File: src/rtl/dmem_arbiter.sv
`default_nettype none
// ============================================================================
// Module   : dmem_arbiter
// Purpose  : Round-robin CPU/debug arbiter and wait-state sequencer for the
//            64-word data memory, with alignment and range rejection.
// Revision : 1.0 - initial release
// ============================================================================

module dmem_arbiter #(
  parameter int unsigned WAIT_CYCLES = 1,
  parameter int unsigned DEPTH       = 64
) (
  input  logic        clk,
  input  logic        rst,
  input  logic        cpu_req,
  input  logic        cpu_we,
  input  logic [31:0] cpu_addr,
  input  logic [31:0] cpu_wdata,
  output logic        cpu_ready,
  output logic        cpu_err,
  output logic [31:0] cpu_rdata,
  input  logic        dbg_req,
  input  logic        dbg_we,
  input  logic [31:0] dbg_addr,
  input  logic [31:0] dbg_wdata,
  output logic        dbg_ready,
  output logic        dbg_err,
  output logic [31:0] dbg_rdata,
  output logic        mem_read,
  output logic        mem_write,
  output logic [31:0] mem_address,
  output logic [31:0] mem_data,
  input  logic [31:0] mem_result,
  output logic        busy
);

  localparam logic [1:0] c_st_idle   = 2'd0;
  localparam logic [1:0] c_st_access = 2'd1;
  localparam logic [1:0] c_st_resp   = 2'd2;
  localparam logic [3:0] c_wait      = 4'(WAIT_CYCLES);

  logic [1:0]  r_state;
  logic [3:0]  r_cnt;
  logic        r_prio;
  logic        r_gnt;
  logic        r_we;
  logic        r_err;
  logic [31:0] r_addr;
  logic [31:0] r_wdata;
  logic [31:0] r_rdata;

  logic        w_any;
  logic        w_gnt;
  logic [31:0] w_gnt_addr;
  logic        w_invalid;
  logic        w_access;
  logic        w_resp;

  // Port select: 0 = cpu, 1 = dbg. The priority bit only matters on contention.
  always_comb begin
    w_any = cpu_req | dbg_req;
    if (cpu_req && dbg_req) begin
      w_gnt = r_prio;
    end else begin
      w_gnt = dbg_req;
    end
    w_gnt_addr = w_gnt ? dbg_addr : cpu_addr;
    w_invalid  = (w_gnt_addr[1:0] != 2'b00) || ((w_gnt_addr >> 2) >= DEPTH);
  end

  always_ff @(posedge clk or posedge rst) begin
    if (rst) begin
      r_state <= c_st_idle;
      r_cnt   <= 4'd0;
      r_prio  <= 1'b0;
      r_gnt   <= 1'b0;
      r_we    <= 1'b0;
      r_err   <= 1'b0;
      r_addr  <= 32'd0;
      r_wdata <= 32'd0;
      r_rdata <= 32'd0;
    end else begin
      case (r_state)
        c_st_idle: begin
          if (w_any) begin
            r_gnt   <= w_gnt;
            r_prio  <= ~w_gnt;
            r_we    <= w_gnt ? dbg_we : cpu_we;
            r_addr  <= w_gnt_addr;
            r_wdata <= w_gnt ? dbg_wdata : cpu_wdata;
            r_rdata <= 32'd0;
            r_err   <= w_invalid;
            if (w_invalid) begin
              r_cnt   <= 4'd0;
              r_state <= c_st_resp;
            end else begin
              r_cnt   <= c_wait;
              r_state <= c_st_access;
            end
          end
        end
        c_st_access: begin
          if (r_cnt != 4'd0) begin
            r_cnt <= r_cnt - 4'd1;
          end else begin
            if (!r_we) begin
              r_rdata <= mem_result;
            end
            r_state <= c_st_resp;
          end
        end
        c_st_resp: begin
          r_state <= c_st_idle;
        end
        default: begin
          r_state <= c_st_idle;
        end
      endcase
    end
  end

  // Outputs decode straight from state so an asynchronous reset clears them at once.
  always_comb begin
    w_access    = (r_state == c_st_access);
    w_resp      = (r_state == c_st_resp);
    mem_read    = w_access & ~r_we;
    mem_write   = w_access & r_we & (r_cnt == 4'd0);
    mem_address = w_access ? r_addr  : 32'd0;
    mem_data    = w_access ? r_wdata : 32'd0;
    cpu_ready   = w_resp & ~r_gnt;
    dbg_ready   = w_resp & r_gnt;
    cpu_err     = cpu_ready & r_err;
    dbg_err     = dbg_ready & r_err;
    cpu_rdata   = cpu_ready ? r_rdata : 32'd0;
    dbg_rdata   = dbg_ready ? r_rdata : 32'd0;
    busy        = (r_state != c_st_idle);
  end

endmodule

`default_nettype wire

File: config.mk
export PLATFORM = sky130hd
export DESIGN_NAME = dmem_arbiter
export DESIGN_NICKNAME = d
export VERILOG_FILES = /design/src/rtl/dmem_arbiter.sv
export SDC_FILE = /design/constraint.sdc
export NUM_CORES = 1
export LEC_CHECK = 0
export BUFFER_PORTS_ARGS = -buffer_cell sky130_fd_sc_hd__buf_2
export CAP_MARGIN = 20
export CORE_ASPECT_RATIO = 0.5
export CORE_UTILIZATION = 35
export CTS_CLUSTER_DIAMETER = 80
export DETAILED_ROUTE_END_ITERATION = 8
export PLACE_DENSITY_LB_ADDON = 0.08
export SLEW_MARGIN = 20
export SYNTH_ARGS = -nofsm -noshare
export SYNTH_HDL_FRONTEND = slang
export SYNTH_SLANG_ARGS = --single-unit
File: constraint.sdc
create_clock -name clk -period 2.8 [get_ports clk]
set_input_delay 0.14 -clock clk [delete_from_list [all_inputs] [get_ports clk]]
set_output_delay 0.14 -clock clk [all_outputs]
set_load 0.005 [all_outputs]
Word-level counts from Yosys, hierarchy flattened:

Cells that the tools add are included.

* add/sub/neg operators: 1
* multiply operators: 0
* divide/modulo/power cells: 0
* magnitude comparators: 1
* equal/unequal tests: 6
* shift operators: 0
* multiplexer cells: 20
* bitwise operators: 11
* reduce and logical (&&, ||, !) cells: 12

Operators with widths (number)
* $mux 32: 9
* $pmux 32 s2: 1
* $ge 30x7->1 const B: 1
* $mux 4: 2
* $pmux 4 s2: 1
* $and 1x1->1: 7
* $mux 2: 3
* $ne 2x2->1 const B: 3
* $reduce_bool 2->1: 3
* $logic_not 4->1: 1
* $pmux 2 s2: 1
* $reduce_and 2->1: 2
* $reduce_and 4->1: 1
* $reduce_bool 4->1: 1
* $sub 4x1->4 const B: 1
* $mux 1: 3
* $not 1->1: 3
* $reduce_and 3->1: 1
* $eq 2x1->1 const B: 1
* $eq 2x2->1 const B: 1
* $logic_not 2->1: 1
* $ne 2x1->1 const B: 1
* $logic_and 1x1->1: 1
* $logic_or 1x1->1: 1
* $or 1x1->1: 1

* register bits after elaboration: 106
* latch bits: 0
* memory bits (writable): 0
* memory bits (read-only): 0
* input port bits: 166
* output and inout bits: 135
* word-level logic and storage cells: 60
* memories kept: 0

Logic depth before layout (Yosys ltp):

Gate-level depths: netlist of the first run.

* depth after elaboration: 8
* depth in mapped cells: 7
* mapped depth without buffers: 6

Least setup slack after synthesis of the first run:

No wires, ideal clock.

* kind: flip-flop to flip-flop
* start: reg r_state[0]
* end: reg r_rdata[0]
* setup time: 121 ps
* arrival: 1528 ps
* required time: 2679 ps
* slack: 1151 ps
* stages on the path, launching flop included: 8
* buffers on the path: 2
* clock period less this slack: 1649 ps
* cell sequence: dfrtp_1 -> or2_4 -> or2_1 -> buf_6 -> nand2_2 -> o21ai_2 -> buf_6 -> a22o_1

* word-level cells in the longest chain between the ends: 3
* elaborated cells between the ends (all ways): 8
* those cells by class: eq/ne (4); mux (1); reduce/logical (3)

RTL lines
* start: declaration: line 42 `logic [1:0] r_state;`
* start signal: assignment: line 73 `r_state <= c_st_idle;`
* start signal: assignment: line 95 `r_state <= c_st_resp;`
* start signal: assignment: line 98 `r_state <= c_st_access;`
* $eq 2x1->1 or $logic_not 2->1 (tied branches): line 83 `case (r_state)`
* $ne 2x2->1 (no line) or $reduce_bool 2->1 (tied branches)
* $reduce_and 4->1 (no line)
* end signal: assignment: line 107 `r_rdata <= mem_result;`
* end: declaration: line 50 `logic [31:0] r_rdata;`

Several ways; a longest one is shown, not always the timed one.
A chain may end at the register's enable or synchronous reset.

Final worst setup path of the first run:

* start: reg r_state[0]
* end: out dbg_rdata[21]

* word-level cells in the longest chain between the ends: 3

RTL lines
* $eq 2x2->1: line 125 `w_resp = (r_state == c_st_resp);`
* $and 1x1->1: line 131 `dbg_ready = w_resp & r_gnt;`
* $mux 32: line 135 `dbg_rdata = dbg_ready ? r_rdata : 32'd0;`
* end: declaration: line 28 `output logic [31:0] dbg_rdata,`

Every way passes these cells.

==> reports/metrics.csv, run 1 <==
stage,metric,value,unit
timing,Tmin final,2.13,ns
synthesis,complex-gate fraction of the synthesized area,12.1,%
timing,actual slew at the worst max-slew pin,0.939,ns
cts,clock latency at the later pin of the worst-skew pair,0.34,ns
critical_path,Worst Setup End Kind,output port,
cts,Clock Sink Count,106,
critical_path,crit path max fanout,34,
place,post-place instance area,7220,µm²
timing,final setup vio count,0,
grt,first-pass GRT wire length,23900,µm
synthesis,yosys warns,0,
synthesis,largest family of logic cells by synthesized area,simple AND/OR/NAND/NOR gates,
synthesis,Avg Inst Size Synth,9.79,µm²
place,dpl cells,1039,
layout,number of diodes,0,
layout,Nets,1016,
timing,fmax,470,MHz
route,via/cell ratio,4.58,
timing,clk_skew,0.00989,ns
synthesis,distinct cell type count after synthesis,32,
timing,Setup TNS,0,ns
route,Total Routed Length,14800,µm
place,pre-CTS worst setup slack,0.988,ns
critical_path,WP data required,2.66,ns
grt,largest net degree at the start of global routing,137,
cts,clk root buf,clkbuf_16,
critical_path,CP startpoint kind,register,
cts,post_cts resized,0,
floorplanning,io pins,301,
synthesis,"Seq/Total Area, Yosys",47.9,%
min_path,Hold WC Path Type,in -> reg,
critical_path,crit path kind,reg -> out,
synthesis,mux cell area share after synthesis,11.9,%
power,Total Power,3.63,mW
place,Port Buf Inserts,300,
layout,Area Growth Syn to Fin,35.8,%
timing,crit share post-route,76.0,%
timing,Slew headroom,37.4,%
synthesis,post-synthesis xor/xnor area fraction,0.316,%
layout,"most common cell after layout, fill and taps aside",buf_2,
synthesis,most common flop cell mapped by yosys,dfrtp_1,
route,Remaining DRCs,16,
cts,CTS buffer count,9,
power,Power Density,483,nW/µm²
layout,"commonest non-fill, non-tap cells in the layout","buf_2, and2_1, dfrtp_1",
synthesis,"EDFF count, synth",0,
flow_run,# Max-Cap Violations,0,
synthesis,Seq cells post-synth,106,
place,post-DP HPWL,10900,µm
floorplanning,Row Count,32,
grt,GR Util All Layers,18.4,%
timing,unrepaired setup endpoints after global routing,no,
power,leak pwr,4.22,nW
cts,CTS tree,built,
timing,worst setup margin,0.671,ns
status,failing checks,DRC,
grt,grt total ovfl,0,
floorplanning,core area,15400,µm²
floorplanning,Die Y,91.0,µm
power,Max VDD drop,0.298,mV
synthesis,"FFs w/ async S/R, synth",100,%
synthesis,Mapped Area,5540,µm²
synthesis,post-synth net total,734,
route,Initial DRT Pass Iterations,6,
layout,fin cells,1057,
cts,CTS Buffer Depth,2,
route,WL per Instance,14.0,µm
floorplanning,starting density of the core,35.9,%
critical_path,Worst Path Arrival,1.99,ns
timing,"Hold Vio Cnt, Final",0,
floorplanning,Die Wd,180,µm
synthesis,Synth Instances,566,
critical_path,"setup slack, reg-to-reg",1.06,ns
route,Final ANT Viol Nets,0,
cts,"Reg clk slew, reported paths",0.07,ns
place,Placer Congestion,0.768,
floorplanning,die area,16400,µm²
route,1st-iter DRT viols,190,
synthesis,post-synthesis simple-gate area fraction,23.2,%
grt,antenna violations before repair,0,
grt,number of global-route vias before repair,4645,
layout,layout cells sized above 1,39.3,%
cts,CTS H-tree depth,3,
timing,"Slew Viols, Final",0,
layout,final instance area,7520,µm²
status,status,"complete, but fails checks",
route,DR vias,4845,
synthesis,post-synthesis adder-cell area fraction,0.452,%
-- layer usage --
metal / up-vias / routed length, µm / global-route usage (%)
met5: - / 0 / 0
met2: 147 / 7170 / 32.3
met4: 0 / 115 / 3.30
li1: 2486 / - / -
met1: 2204 / 6710 / 23.1
met3: 8 / 795 / 4.57
-- flip-flops by register name, summed over array words and instances (netlist names) --
name / count
r_gnt: 1
r_err: 1
r_we: 1
r_wdata: 32
r_prio: 1
r_state: 2
r_cnt: 4
r_rdata: 32
r_addr: 32
-- worst max-delay path: stages, from the launching register on --
cell and delay [ns]:
dfrtp_1 0.44, and3b_1 0.86, and2_1 0.23, buf_2 0.11
-- path summary, 6_finish.rpt --
check                               start       endpoint  depth (start not counted)
max                            r_state[0]  dbg_rdata[21]                          3
min                        mem_result[20]    r_rdata[20]                          2
max reg2reg                    r_state[0]     r_rdata[8]                          6
min reg2reg                    r_addr[28]     r_addr[28]                          2
max in group asynchronous             rst     r_rdata[7]                          4
min in group asynchronous             rst     r_rdata[5]                          3
-- metrics by stage --
stage / hold WS [ns] / util, %
after global routing: 0.00385 / 48.8
after floorplan: 0.273 / -
after global placement: 0.293 / 46.9
after detailed placement: 0.297 / 46.9
final: 0.0127 / 48.8
after CTS: 0.00159 / 48.8
-- final cells by class --
cell class	instances	area [µm²]
inverters	6	26.3
clock buffers	11	243
repair buffers	312	1620
fillers	1522	7890
well taps	204	255
clock inverters	5	37.5
multi-input cells	413	2690
flip-flops and latches	106	2650
-- synthesized netlist by cell type (2+ instances only) --
master / number / area [µm²]
a21o_1: 2 / 15.0
a22o_1: 32 / 280
and2_1: 130 / 813
buf_2: 14 / 70.1
buf_6: 4 / 45.0
clkbuf_1: 22 / 82.6
dfrtp_1: 106 / 2650
ha_1: 2 / 25.0
inv_1: 6 / 22.5
mux2i_1: 65 / 651
nand2_1: 65 / 244
nand3_1: 3 / 15.0
nand4_1: 3 / 18.8
nor2_1: 14 / 52.6
nor4_1: 13 / 81.3
o21ai_0: 68 / 340
xnor2_1: 2 / 17.5
-- cells by family (layout without fill, tap and decap cells) --
logic type | Yosys count | count (layout)
DFF | 106 | 106
AOI/OAI and AO/OA | 107 | 107
and+or+nand+nor | 236 | 236
xor gates and xnor gates | 2 | 2
muxes | 66 | 66
buffers and inverters | 47 | 334
adders and majority gates | 2 | 2
-- what timing repair did --
item	in CTS	in global routing
hold buffers	1	1
hold endpoints to repair	29	1
buffers inserted	0	0
-- power breakdown --
part | switching [mW] | total [mW] | internal [mW]
clock network | 0.558 | 1.19 | 0.632
registers | 0.0931 | 1.82 | 1.73
logic | 0.349 | 0.619 | 0.270
total | 1.00 | 3.63 | 2.63
(Power assumes the default switching activity.)
==> run 2: changes to the inputs <==
ABC_AREA = 1   (was not set)
clock period = 1.91 ns   (was 2.8 ns; I/O delays follow)
==> reports/metrics.csv, run 2 <==
stage,metric,value,unit
status,status,completed,
power,leak pwr,4.48,nW
synthesis,largest family of logic cells by synthesized area,simple AND/OR/NAND/NOR gates,
place,Placer Congestion,0.848,
timing,Hold Worst Slack,0.00470,ns
synthesis,post-synth net total,960,
synthesis,synth top area cells,"dfrtp_1, nor2_1, nand3_1",
critical_path,worst r2r src,r_cnt[0],
synthesis,distinct cell type count after synthesis,23,
timing,actual slew at the worst max-slew pin,0.476,ns
flow_run,# Max-Cap Violations,0,
synthesis,Synth Instances,792,
place,Port Buf Inserts,300,
timing,crit share post-route,97.0,%
grt,GR Util All Layers,21.3,%
synthesis,Yosys top cell by area,dfrtp_1,
min_path,Hold WC Path Type,in -> reg,
synthesis,mux cell area share after synthesis,0,%
grt,antenna violations before repair,0,
layout,layout cells sized above 1,31.5,%
synthesis,"FFs w/ async S/R, synth",100,%
layout,top flop regs,"r_addr (32), r_rdata (32), r_wdata (32)",
synthesis,complex-gate fraction of the synthesized area,11.7,%
route,Final ANT Viol Nets,0,
floorplanning,die area,16900,µm²
grt,number of global-route vias before repair,5842,
layout,number of diodes,0,
timing,"Hold Vio Cnt, Final",0,
place,post-DP HPWL,13000,µm
timing,unrepaired setup endpoints after global routing,yes,
layout,Nets,1280,
floorplanning,io pins,301,
critical_path,Worst Setup End Kind,output port,
critical_path,crit path max fanout,33,
synthesis,most common flop cell mapped by yosys,dfrtp_1,
critical_path,Worst Path Arrival,1.76,ns
synthesis,Seq cells post-synth,106,
timing,worst setup margin,0.0565,ns
synthesis,Yosys top cell area share,46.4,%
synthesis,"Seq/Total Area, Yosys",46.4,%
grt,first-pass GRT wire length,28800,µm
grt,GR peak layer,met2,
critical_path,WP data required,1.81,ns
route,via/cell ratio,4.62,
cts,CTS H-tree depth,3,
route,Total Routed Length,18000,µm
critical_path,crit path from,r_state[0],
place,pre-CTS worst setup slack,0.0715,ns
grt,Global Route met2 Usage,36.0,%
synthesis,Synth top cells by count,"nor2_1, inv_1, nand3_1",
timing,fmax,540,MHz
synthesis,post-synthesis simple-gate area fraction,28.9,%
cts,Clock Sink Count,106,
floorplanning,Die Y,92.4,µm
power,Power Density,711,nW/µm²
grt,grt met1 use,28.8,%
layout,Area Growth Syn to Fin,44.7,%
synthesis,Avg Inst Size Synth,7.22,µm²
timing,clk_skew,0.00723,ns
floorplanning,starting density of the core,36.5,%
power,Max VDD drop,0.460,mV
route,Initial DRT Pass Iterations,4,
cts,CTS buffer count,9,
critical_path,crit path kind,reg -> out,
layout,"commonest non-fill, non-tap cells in the layout","buf_2, nor2_1, inv_1",
cts,"Reg clk slew, reported paths",0.07,ns
floorplanning,Row Count,32,
timing,final setup vio count,0,
cts,CTS tree,built,
grt,GRT met3 Usage,3.85,%
grt,grt total ovfl,0,
layout,"most common cell after layout, fill and taps aside",buf_2,
layout,final core utilization,52.7,%
floorplanning,core area,15700,µm²
timing,Slew headroom,68.2,%
floorplanning,Die Wd,183,µm
cts,clk root buf,clkbuf_16,
cts,CTS Buffer Depth,2,
synthesis,post-synthesis xor/xnor area fraction,0,%
critical_path,CP startpoint kind,register,
synthesis,"EDFF count, synth",0,
timing,Setup TNS,0,ns
cts,clock latency at the later pin of the worst-skew pair,0.34,ns
synthesis,Mapped Area,5720,µm²
grt,largest net degree at the start of global routing,86,
route,1st-iter DRT viols,360,
synthesis,yosys warns,0,
route,WL per Instance,13.5,µm
route,Remaining DRCs,0,
synthesis,post-synthesis adder-cell area fraction,0.437,%
min_path,min-delay src,cpu_wdata[31],
synthesis,most common cell in the netlist,nor2_1,
timing,Tmin final,1.85,ns
route,DR vias,6182,
timing,"Slew Viols, Final",0,
==> run 2: cell types whose count changed after synthesis, sizes merged, moves of 12 or more <==
| cell | delta |
|---|---|
| mux2i | -65 |
| and2 | -130 |
| nor4 | -13 |
| inv | +125 |
| a22o | -32 |
| nand3 | +110 |
| nor2 | +145 |
| o211ai | +33 |
| nand2 | +32 |
| nand3b | +12 |
==> run 2: worst paths after layout <==
kind | endpoint | slack, ns | cells past startpoint
min in group asynchronous | r_rdata[2] | 0.40 | 4
setup / recovery | cpu_rdata[11] | 0.06 | 6
hold / removal | r_wdata[31] | 0.005 | 3
hold reg to reg | r_addr[17] | 0.49 | 2
setup reg to reg | r_rdata[14] | 0.17 | 7
max in group asynchronous | r_state[0] | 1.09 | 4
==> run 2: final cells by class <==
| class | count | area (µm²) |
|---|---|---|
| Inverter | 131 | 497 |
| Timing Repair Buffer | 362 | 2190 |
| Tap cell | 221 | 277 |
| Sequential cell | 106 | 2650 |
| Clock buffer | 12 | 256 |
| Fill cell | 1617 | 7420 |
| Clock inverter | 4 | 33.8 |
| Multi-Input combinational cell | 502 | 2370 |
==> run 2: layer usage <==
layer | wire length [µm] | part of all wire [%]
met3 | 827 | 4.6
met4 | 152 | 0.84
met1 | 8700 | 48
met2 | 8350 | 46
met5 | 0 | 0
==> run 2: metrics by stage <==
stage               total power [mW]  instances  instance area, µm²
finish                          5.89       1338                8280
global route                    6.27       1338                8280
CTS                             5.93       1336                8210
detailed placement              4.03       1284                7550
global placement                4.01       1284                7550
floorplan                       3.53        792                5730
==> run 2: repair_timing <==
item,in CTS,in global routing
hold buffers,36,1
resized for setup,0,11
endpoints found under the hold margin,138,1
buffers inserted,0,0
endpoints found under the setup margin,0,113
==> run 2: worst max-delay path, cell delays in order, from the launching register on <==
cell	delay, ns
dfrtp_2	0.44
nor3_1	0.33
buf_4	0.18
inv_1	0.06
buf_12	0.16
nor2_1	0.11
buf_2	0.12
==> run 2: cell families (layout without fill, tap and decap cells) <==
| logic type | after synthesis | count (layout) |
|---|---|---|
| compound gates | 112 | 112 |
| fa+ha+maj | 2 | 2 |
| buf+inv | 184 | 509 |
| flops | 106 | 106 |
| simple gates | 388 | 388 |
==> run 2: power breakdown <==
| part | leakage, nW | switching (mW) | internal (mW) | total [mW] |
|---|---|---|---|---|
| registers | 1.35 | 0.124 | 2.56 | 2.68 |
| logic | 2.99 | 0.819 | 0.560 | 1.38 |
| clock network | 0.140 | 0.856 | 0.971 | 1.83 |
| total | 4.48 | 1.80 | 4.09 | 5.89 |
==> run 3: changes to the inputs <==
clock period = 2.3 ns   (was 1.91 ns; I/O delays follow)
==> reports/metrics.csv, run 3 (synthesis results as in run 2) <==
stage,metric,value,unit
timing,Setup TNS,0,ns
power,leak pwr,4.36,nW
min_path,Hold WC Path Type,in -> reg,
layout,final instance area,7990,µm²
power,Power Density,622,nW/µm²
floorplanning,die area,16900,µm²
cts,CTS tree,built,
layout,layout cells sized above 1,31.3,%
flow_run,# Max-Cap Violations,0,
layout,Nets,1258,
timing,fmax,490,MHz
critical_path,WP data required,2.18,ns
critical_path,Worst Setup End Kind,output port,
grt,first-pass GRT wire length,29300,µm
critical_path,"setup slack, reg-to-reg",0.27,ns
floorplanning,core area,15700,µm²
layout,final core utilization,50.9,%
route,Remaining DRCs,0,
route,WL per Instance,14.0,µm
timing,actual slew at the worst max-slew pin,0.561,ns
timing,clk_skew,0.0136,ns
layout,layout filler cell count,1619,
floorplanning,Die Y,92.4,µm
timing,final setup vio count,0,
power,Total Power,4.97,mW
power,Max VDD drop,0.373,mV
layout,number of diodes,0,
power,Clock power frac,33.5,%
place,post-DP HPWL,13400,µm
grt,number of global-route vias before repair,5706,
cts,post_cts resized,0,
cts,CTS Buffer Depth,2,
floorplanning,Row Count,32,
grt,grt total ovfl,0,
grt,antenna violations before repair,0,
critical_path,crit path max fanout,33,
route,Total Routed Length,18500,µm
power,part of the power in registers,44.7,%
cts,CTS H-tree depth,3,
place,post-place instance area,7450,µm²
cts,CTS buffer count,9,
grt,GR Util All Layers,21.8,%
critical_path,Worst path most repeated cell,buf_4,
timing,Slew headroom,62.6,%
cts,clock latency at the later pin of the worst-skew pair,0.34,ns
timing,"Slew Viols, Final",0,
floorplanning,io pins,301,
cts,"Reg clk slew, reported paths",0.08,ns
layout,top flop regs,"r_addr (32), r_rdata (32), r_wdata (32)",
cts,Clock Sink Count,106,
route,1st-iter DRT viols,370,
place,Placer Congestion,0.842,
route,via/cell ratio,4.68,
timing,Tmin final,2.04,ns
floorplanning,Die Wd,183,µm
timing,"Hold Vio Cnt, Final",0,
layout,"most common cell after layout, fill and taps aside",buf_2,
route,Initial DRT Pass Iterations,7,
power,combinational share of power,21.8,%
power,internal power,3.45,mW
critical_path,CP Cell Sequence,inv_1 > nor2_1 > inv_2 > buf_4 > nor2_2 > buf_4 > buf_2,
cts,clk root buf,clkbuf_16,
critical_path,crit path kind,reg -> out,
timing,unrepaired setup endpoints after global routing,no,
critical_path,max incr delay on CP,0.41,ns
timing,crit share post-route,88.8,%
power,Sw Share,30.5,%
layout,"commonest non-fill, non-tap cells in the layout","buf_2, nor2_1, inv_1",
layout,Area Growth Syn to Fin,39.6,%
route,DR vias,6165,
route,Final ANT Viol Nets,0,
power,switching power,1.51,mW
critical_path,Worst Path Arrival,1.93,ns
floorplanning,starting density of the core,36.5,%
status,status,completed,
grt,largest net degree at the start of global routing,84,
critical_path,CP max stage cell,dfrtp_1,
place,Port Buf Inserts,300,
critical_path,CP startpoint kind,register,
[run 3: cell types whose count changed in the layout (fill, tap and decap cells not counted), moves of 2 or more]
cell | before | now
inv_8 | 0 | 2
dlygate4sd3_1 | 37 | 22
buf_6 | 4 | 0
buf_12 | 8 | 2
buf_4 | 12 | 16
[run 3: worst paths after layout]
| kind | depth (start not counted) | startpoint | endpoint |
|---|---|---|---|
| max in group asynchronous | 4 | rst | r_wdata[30] |
| hold / removal | 3 | mem_result[14] | r_rdata[14] |
| min in group asynchronous | 4 | rst | r_rdata[2] |
| setup / recovery | 7 | r_state[0] | mem_read |
| setup reg to reg | 13 | r_prio | r_state[1] |
| hold reg to reg | 2 | r_addr[17] | r_addr[17] |
[run 3: layout make-up]
cell class	count	area, µm²	share of cell area [%]
Multi-Input combinational cell	502	2360	29.5
Clock inverter	5	68.8	0.861
Timing Repair Buffer	340	1880	23.6
Clock buffer	11	253	3.16
Tap cell	221	277	3.46
Sequential cell	106	2650	33.2
Inverter	131	497	6.22
[run 3: power groups by stage]
| stage | registers (mW) | clock network [mW] | logic (mW) |
|---|---|---|---|
| 2_1_floorplan | 2.23 | 0 | 0.701 |
| 3_3_place_gp | 2.25 | 0 | 1.04 |
| 3_5_place_dp | 2.25 | 0 | 1.06 |
| 4_1_cts | 2.22 | 1.72 | 1.09 |
| 5_1_grt | 2.25 | 1.80 | 1.24 |
| 6_report | 2.22 | 1.66 | 1.08 |
[run 3: repair_timing]
action                    CTS  global route
hold buffers               21             1
hold endpoints to repair  126             1
setup buffers               0             0
[run 3: routing by layer]
metal | GRT usage [%] | vias up | part of all wire (%)
li1 | - | 3094 | -
met1 | 29.0 | 2847 | 46
met2 | 36.6 | 202 | 47
met3 | 5.11 | 22 | 5.9
met4 | 4.10 | 0 | 1.2
met5 | 0 | - | 0
[run 3: metrics by stage]
step	instances	hold WS [ns]	setup slack (ns)
detailed placement	1278	0.246	0.307
floorplan	792	0.259	0.789
finish	1316	0.0164	0.257
CTS	1315	0.00203	0.246
global route	1316	0.00868	0.00752
global placement	1278	0.247	0.375
[run 3: critical path, delay by kind of cell, from the launching register on]
family | cells | cell delay [ns]
flip-flops | 1 | 0.41
AND/OR/NAND/NOR | 2 | 0.29
buffers and inverters | 5 | 0.88
